## config.mk

```make
export PLATFORM = sky130hd
export DESIGN_NAME = fetch_unit
export DESIGN_NICKNAME = d
export VERILOG_FILES = /design/src/rtl/fetch_unit.sv
export SDC_FILE = /design/constraint.sdc
export NUM_CORES = 1
export LEC_CHECK = 0
export BUFFER_PORTS_ARGS = -buffer_cell sky130_fd_sc_hd__buf_2
export CORE_ASPECT_RATIO = 1.5
export CORE_UTILIZATION = 46
export CTS_CLUSTER_SIZE = 10
export DETAILED_ROUTE_END_ITERATION = 12
export PLACE_DENSITY = 0.87
export SKIP_CTS_REPAIR_TIMING = 1
export SLEW_MARGIN = 20
export SYNTH_ARGS = -nofsm -noshare
export SYNTH_HDL_FRONTEND = slang
export SYNTH_SLANG_ARGS = --single-unit
```

## constraint.sdc

```tcl
create_clock -name clk -period 2.01 [get_ports clk]
set_clock_uncertainty 0.15 [all_clocks]
set_input_delay 0.402 -clock clk [delete_from_list [all_inputs] [get_ports clk]]
set_output_delay 0.402 -clock clk [all_outputs]
set_load 0.02 [all_outputs]
```

## src/rtl/fetch_unit.sv

```systemverilog
// Instruction fetch stage: PC register, single IF/ID pipeline register with
// stall/flush handling, and a FETCH/HALT/FAULT control state machine.
module fetch_unit #(
    parameter logic [31:0] RESET_PC   = 32'h0000_0000,
    parameter int          IMEM_BYTES = 1024
) (
    input  logic        clk,
    input  logic        rst_n,
    output logic [31:0] imem_addr,
    input  logic [31:0] imem_instr,
    input  logic        redirect_valid,
    input  logic [31:0] redirect_target,
    input  logic        id_ready,
    output logic        if_id_valid,
    output logic [31:0] if_id_instr,
    output logic [31:0] if_id_pc,
    output logic        halted,
    output logic        fault,
    output logic [31:0] fetch_count
);

    localparam logic [31:0] LAST_PC = 32'(IMEM_BYTES - 4);

    typedef enum logic [1:0] {
        FETCH = 2'd0,
        HALT  = 2'd1,
        FAULT = 2'd2
    } state_t;

    state_t      state_q, state_d;
    logic [31:0] pc_q, pc_d;
    logic        valid_q, valid_d;
    logic [31:0] instr_q, instr_d;
    logic [31:0] ifpc_q, ifpc_d;
    logic [31:0] count_q, count_d;

    logic        advance;
    logic        redirect_legal;

    always_ff @(posedge clk or negedge rst_n) begin
        if (!rst_n) begin
            state_q <= FETCH;
            pc_q    <= RESET_PC;
            valid_q <= 1'b0;
            instr_q <= 32'h0;
            ifpc_q  <= 32'h0;
            count_q <= 32'h0;
        end else begin
            state_q <= state_d;
            pc_q    <= pc_d;
            valid_q <= valid_d;
            instr_q <= instr_d;
            ifpc_q  <= ifpc_d;
            count_q <= count_d;
        end
    end

    always_comb begin
        state_d = state_q;
        pc_d    = pc_q;
        valid_d = valid_q;
        instr_d = instr_q;
        ifpc_d  = ifpc_q;
        count_d = count_q;

        advance        = !valid_q || id_ready;
        redirect_legal = (redirect_target[1:0] == 2'b00) && (redirect_target <= LAST_PC);

        case (state_q)
            FETCH, HALT: begin
                // Redirect wins over both advance and stall; it always flushes IF/ID.
                if (redirect_valid) begin
                    valid_d = 1'b0;
                    if (redirect_legal) begin
                        pc_d    = redirect_target;
                        state_d = FETCH;
                    end else begin
                        state_d = FAULT;
                    end
                end else if (state_q == FETCH) begin
                    if (advance) begin
                        instr_d = imem_instr;
                        ifpc_d  = pc_q;
                        valid_d = 1'b1;
                        pc_d    = pc_q + 32'd4;
                        if (count_q != 32'hFFFF_FFFF) begin
                            count_d = count_q + 32'd1;
                        end
                        if (pc_q == LAST_PC) begin
                            state_d = HALT;
                        end
                    end
                end else if (id_ready) begin
                    valid_d = 1'b0;
                end
            end
            FAULT: begin
                valid_d = 1'b0;
            end
            default: begin
                state_d = FETCH;
                valid_d = 1'b0;
            end
        endcase
    end

    assign imem_addr   = {pc_q[31:2], 2'b00};
    assign if_id_valid = valid_q;
    assign if_id_instr = instr_q;
    assign if_id_pc    = ifpc_q;
    assign halted      = (state_q == HALT);
    assign fault       = (state_q == FAULT);
    assign fetch_count = count_q;

endmodule

```

* After elaboration in Yosys (flattened, before gate mapping)
Index checks and enable logic that the tools add are counted.
Cells by class: multipliers 0, div/mod/pow operators 0, equality and inequality tests 10, bitwise logic cells 2, shifts and indexed selects 0, reduce and logical (&&, ||, !) cells 13, $add $sub $neg 2, mux-type cells 15, order comparisons 1
Operators by type and width (number):
- 32-bit two-way mux | 4
- 32-bit by 1-bit adder with 32-bit output (second input constant) | 1
- 32-bit by 3-bit adder with 32-bit output (second input constant) | 1
- 32-bit by 10-bit equality test with 1-bit output (second input constant) | 1
- 32-bit by 10-bit <= comparator with 1-bit output (second input constant) | 1
- 32-bit != test (second input constant) | 1
- 4-bit AND reduction | 3
- 2-bit two-way mux | 5
- 3-bit != test (second input constant) | 3
- 4-bit != test (second input constant) | 2
- 1-bit two-way mux | 5
- 5-bit AND reduction | 1
- 2-bit zero test | 2
- 2-bit one-hot mux with 2 select lines | 1
- 2-bit nonzero test | 2
- 2-bit by 1-bit equality test with 1-bit output (second input constant) | 1
- 2-bit equality test (second input constant) | 1
- 2-bit by 1-bit != test with 1-bit output (second input constant) | 1
- 1-bit inverter | 2
- 2-bit AND reduction | 1
- 2-bit OR reduction | 1
- 1-bit logical AND | 1
- 1-bit zero test | 1
- 1-bit logical OR | 1
Storage, ports and cells: bits in read-only memories 0, latch bits 0, flip-flop bits (word level) 131, input port bits 68, memories kept 0, memory bits (writable) 0, output and inout bits 131, word-level logic and storage cells 49

* Longest topological paths before layout
depth in word-level cells 6, depth in mapped cells 9, gate-level depth less buffers 6

* Worst setup path after synthesis
Ideal clock, no wire load.
path type register to register, start point reg count_q[0], in the netlist fetch_count[0], end point reg count_q[9], in the netlist fetch_count[9], clock period less this slack 2.263 ns, cell stages (with the launch flop) 7, path slack -0.253 ns, path buffers 0, data required time 1.780 ns, library setup time 0.080 ns, data arrival time 2.032 ns, path through dfrtp_1 ha_1 nand2_1 or4_1 o41a_1 nand4_1 xnor2_1
On the way: cells in the longest elaborated chain, start to end 2, elaborated cells between the ends (all ways) 3, those cells by class add/sub: 1; eq/ne: 1; reduce/logical: 1
Ends and longest elaborated chain:
- start, declared | RTL line 35 | logic [31:0] count_q, count_d;
- start signal, assigned | RTL line 54 | count_q <= count_d;
- parallel branches: the longest is 2 deep, another holds 32-bit by 1-bit adder with 32-bit output
Several ways; the timed one is not identified. A chain may end at the register's enable or synchronous reset.

* Worst setup path in the final report
start point reg count_q[14], in the netlist fetch_count[14], end point reg count_q[3], in the netlist fetch_count[3]
On the way: cells in the longest elaborated chain, start to end 2
Ends and longest elaborated chain:
- 32-bit != test | RTL line 86 | if (count_q != 32'hFFFF_FFFF) begin
- 5-bit AND reduction (no line)
No other way between the ends.

==> impl_metrics.yaml <==
outcome:
  status: "finished with violations"
  failed_checks: "DRC, setup timing"
floorplan:
  design.die.area_sq_um: 14200
  die_w_microns: 97.7
  dieHeight_microns: 146
  placeableCoreArea_sq_um: 13500
  start_util_pct: 46.9
  fp-row-count: 52
  io-pin-count: 199
global_route:
  overflow: 0
  initial_antenna_violation_count: 0
  vias_in_the_first_global_route: 6100
  grt_max_degree: 52
  global_route_wire_length_before_repair_microns: 28600
  total_global_routing_track_utilization_pct: 25.2
placement:
  placed_cells: 1101
  gp_congestion: 0.816
  detailed_place_hpwl_microns: 12500
  numPortBuffers: 196
  place_area_sq_um: 8060
hold_path:
  worstHoldStart: "imem_instr[28]"
  class_of_the_most_critical_hold_timing_path: "input port to flip-flop"
clock_tree:
  cts_buffers: 17
  cts_tree: "yes"
  htree_num_levels: 4
  cts.clk_slew.worst_paths_ps: 70
  cts_root_buffer: "sky130_fd_sc_hd__clkbuf_16"
  tritoncts_num_sinks: 131
  clock_latency_ps: 420
  max-clock-path-buffers: 2
logic_synthesis:
  async_flop_share_pct: 100
  mappedNetlistArea_sq_um: 6320
  yosysWarningCount: 0
  synthesis.instances: 708
  synth.distinct_cells: 51
  synth.yosys.seq_area_share_pct: 51.9
  ys_seq_elements: 131
  synth.avg_cell_area_sq_um: 8.93
  synth-edff-count: 0
  synth_flop_cell: "sky130_fd_sc_hd__dfrtp_1"
routing:
  ant_nets: 0
  dr.pass1.iters: 9
  wl_microns: 19600
  avgViaCountPerCell: 5.60
  detail_route.wl_per_cell_microns: 17.1
  detail_route.iter0.violations: 563
  via_count: 6444
  highest-signal-layer: "met4"
  met3_wirelength_microns: 1210
  detailed_route_drc_error_count: 20
  wl_met1_microns: 7320
  met2WireLength_microns: 10300
critical_path:
  max_fo_critical_path: 5
  timing.critical_path.from: "fetch_count[14]$_DFFE_PN0P_"
  worst_setup_path_start_kind: "flip-flop"
  timing.reg2reg.setup_slack_ps: -110
  arrival_ps: 2270
  cpPeakStageDelay_ps: 480
  path_cells: "nand4_1, or3_4, o41a_1, buf_4, xor2_1"
  r2r_start: "fetch_count[14]$_DFFE_PN0P_"
  timing.critical_path.required_ps: 2160
  end_kind: "flip-flop"
  timing_worst_setup_path_type: "flip-flop to flip-flop"
  cell_with_the_largest_stage_delay_on_the_worst_path: "sky130_fd_sc_hd__o41a_1"
sta:
  slew_viol_final: 0
  fin_setup_tns_ps: -389
  finalSetupViolCount: 15
  final_worst_path_period_share_pct: 106
  minimum_clock_period_after_layout_ps: 2120
  achievable-frequency_mhz: 471
  rsz_0062_raised_after_global_routing: "true"
  worst_slack_ps: -112
  final_hold_vios: 0
finish:
  final_util_pct: 68.0
  layout.nets: 1046
  sequential_cell_area_sq_um: 3300
  antenna_cells: 0
  fill_cells: 961
  finalInstanceArea_sq_um: 9160
  areaGrowthSynthToFinish_pct: 44.9
  multi_input_comb_area_sq_um: 3010
  post_route_cells_drive_above_1_share_pct: 42.4
  number_of_standard_cells_in_the_layout_taps_in_and_fillers_out: 1151
power:
  peakVddDrop_mv: 0.906
  post-layout-total-power_mw: 10.6
  p_per_area_nw_per_um2: 1160
  leakage_nw: 4.76
run:
  drv_cap: 0
sequential cells by signal, indices dropped and copies added, names as in the netlist:
| register | count |
|---|---|
| if_id_valid | 1 |
| if_id_pc | 32 |
| fetch_count | 32 |
| if_id_instr | 32 |
| state_q | 2 |
| pc_q | 32 |
final timing paths:
kind	end	cells past startpoint
max	fetch_count[3]$_DFFE_PN0P_	5
min	if_id_instr[28]$_DFFE_PN0P_	3
max reg2reg	fetch_count[3]$_DFFE_PN0P_	5
min reg2reg	if_id_pc[14]$_DFFE_PN0P_	2
max in group asynchronous	fetch_count[27]$_DFFE_PN0P_	3
min in group asynchronous	fetch_count[15]$_DFFE_PN0P_	2
layer usage:
| metal | GRT usage (%) | vias to the layer above |
|---|---|---|
| met1 | 28.7 | 3100 |
| met2 | 44.1 | 332 |
| met4 | 12.4 | 0 |
| met5 | 0 | - |
| met3 | 5.52 | 87 |
| li1 | - | 2925 |
layout by cell type, fill, tap and decap left out, types with 8 or more instances in the layout:
cell / count
sky130_fd_sc_hd__or4_1: 8
sky130_fd_sc_hd__nand2_1: 230
sky130_fd_sc_hd__nor4_1: 15
sky130_fd_sc_hd__o21ai_0: 10
sky130_fd_sc_hd__dfrtp_1: 116
sky130_fd_sc_hd__dfrtp_2: 15
sky130_fd_sc_hd__xor2_1: 23
sky130_fd_sc_hd__a31oi_1: 8
sky130_fd_sc_hd__nor2_1: 22
sky130_fd_sc_hd__nand3_2: 10
sky130_fd_sc_hd__nand3b_1: 16
sky130_fd_sc_hd__nand4_1: 19
sky130_fd_sc_hd__buf_4: 99
sky130_fd_sc_hd__buf_6: 9
sky130_fd_sc_hd__buf_2: 195
sky130_fd_sc_hd__nand3_1: 37
sky130_fd_sc_hd__clkbuf_16: 19
through the flow:
stage          hold WS [ps]  setup slack [ps]
2_1_floorplan         -43.6              -120
6_report               23.4              -112
3_3_place_gp            175              -231
4_1_cts                -266              -154
5_1_grt                15.8              -165
3_5_place_dp            177              -304
area by class of cell:
class | instances | share of cell area, %
timing repair buffer | 312 | 21.8
clock buffer | 19 | 4.84
inverter | 6 | 0.246
sequential | 131 | 36.0
multi-input combinational | 508 | 32.8
clock inverter | 13 | 2.01
tap | 162 | 2.21
cell usage after synthesis, types with 7 or more instances:
master	number	area, sq um
sky130_fd_sc_hd__nand2_1	234	878
sky130_fd_sc_hd__dfrtp_1	131	3280
sky130_fd_sc_hd__nand3_1	47	235
sky130_fd_sc_hd__buf_4	32	240
sky130_fd_sc_hd__clkbuf_1	27	101
sky130_fd_sc_hd__nor2_1	26	97.6
sky130_fd_sc_hd__xor2_1	23	201
sky130_fd_sc_hd__nor4_1	22	138
sky130_fd_sc_hd__nand4_1	19	119
sky130_fd_sc_hd__nand3b_1	16	120
sky130_fd_sc_hd__nor3_1	16	80.1
sky130_fd_sc_hd__or4_1	15	113
sky130_fd_sc_hd__o21ai_0	12	60.1
sky130_fd_sc_hd__a31oi_1	8	50.1
sky130_fd_sc_hd__a21oi_1	7	35.0
sky130_fd_sc_hd__xnor2_1	7	61.3
cells by family (layout without fill, tap and decap cells):
family	Yosys count	in the layout	synth area share, %
buf+inv	71	350	6.33
flops	131	131	51.9
mux	3	3	0.495
simple gates	430	430	32.6
fa+ha+maj	2	2	0.396
other cells	1	2	0.0593
compound gates	40	41	4.08
xor+xnor	30	30	4.16
critical path: cells and delay by family (launching register included):
family | cells | cell delay (ps)
AND/OR/NAND/NOR | 2 | 690
AO/OA/AOI/OAI | 1 | 480
XOR/XNOR | 1 | 130
flip-flops | 1 | 380
buffers and inverters | 1 | 180
report_power, final:
group | internal, mW | total [mW] | switching (mW)
Combinational | 1.28 | 3.51 | 2.23
Clock | 2.11 | 3.31 | 1.20
Sequential | 3.34 | 3.79 | 0.441
(Power assumes the default switching activity.)
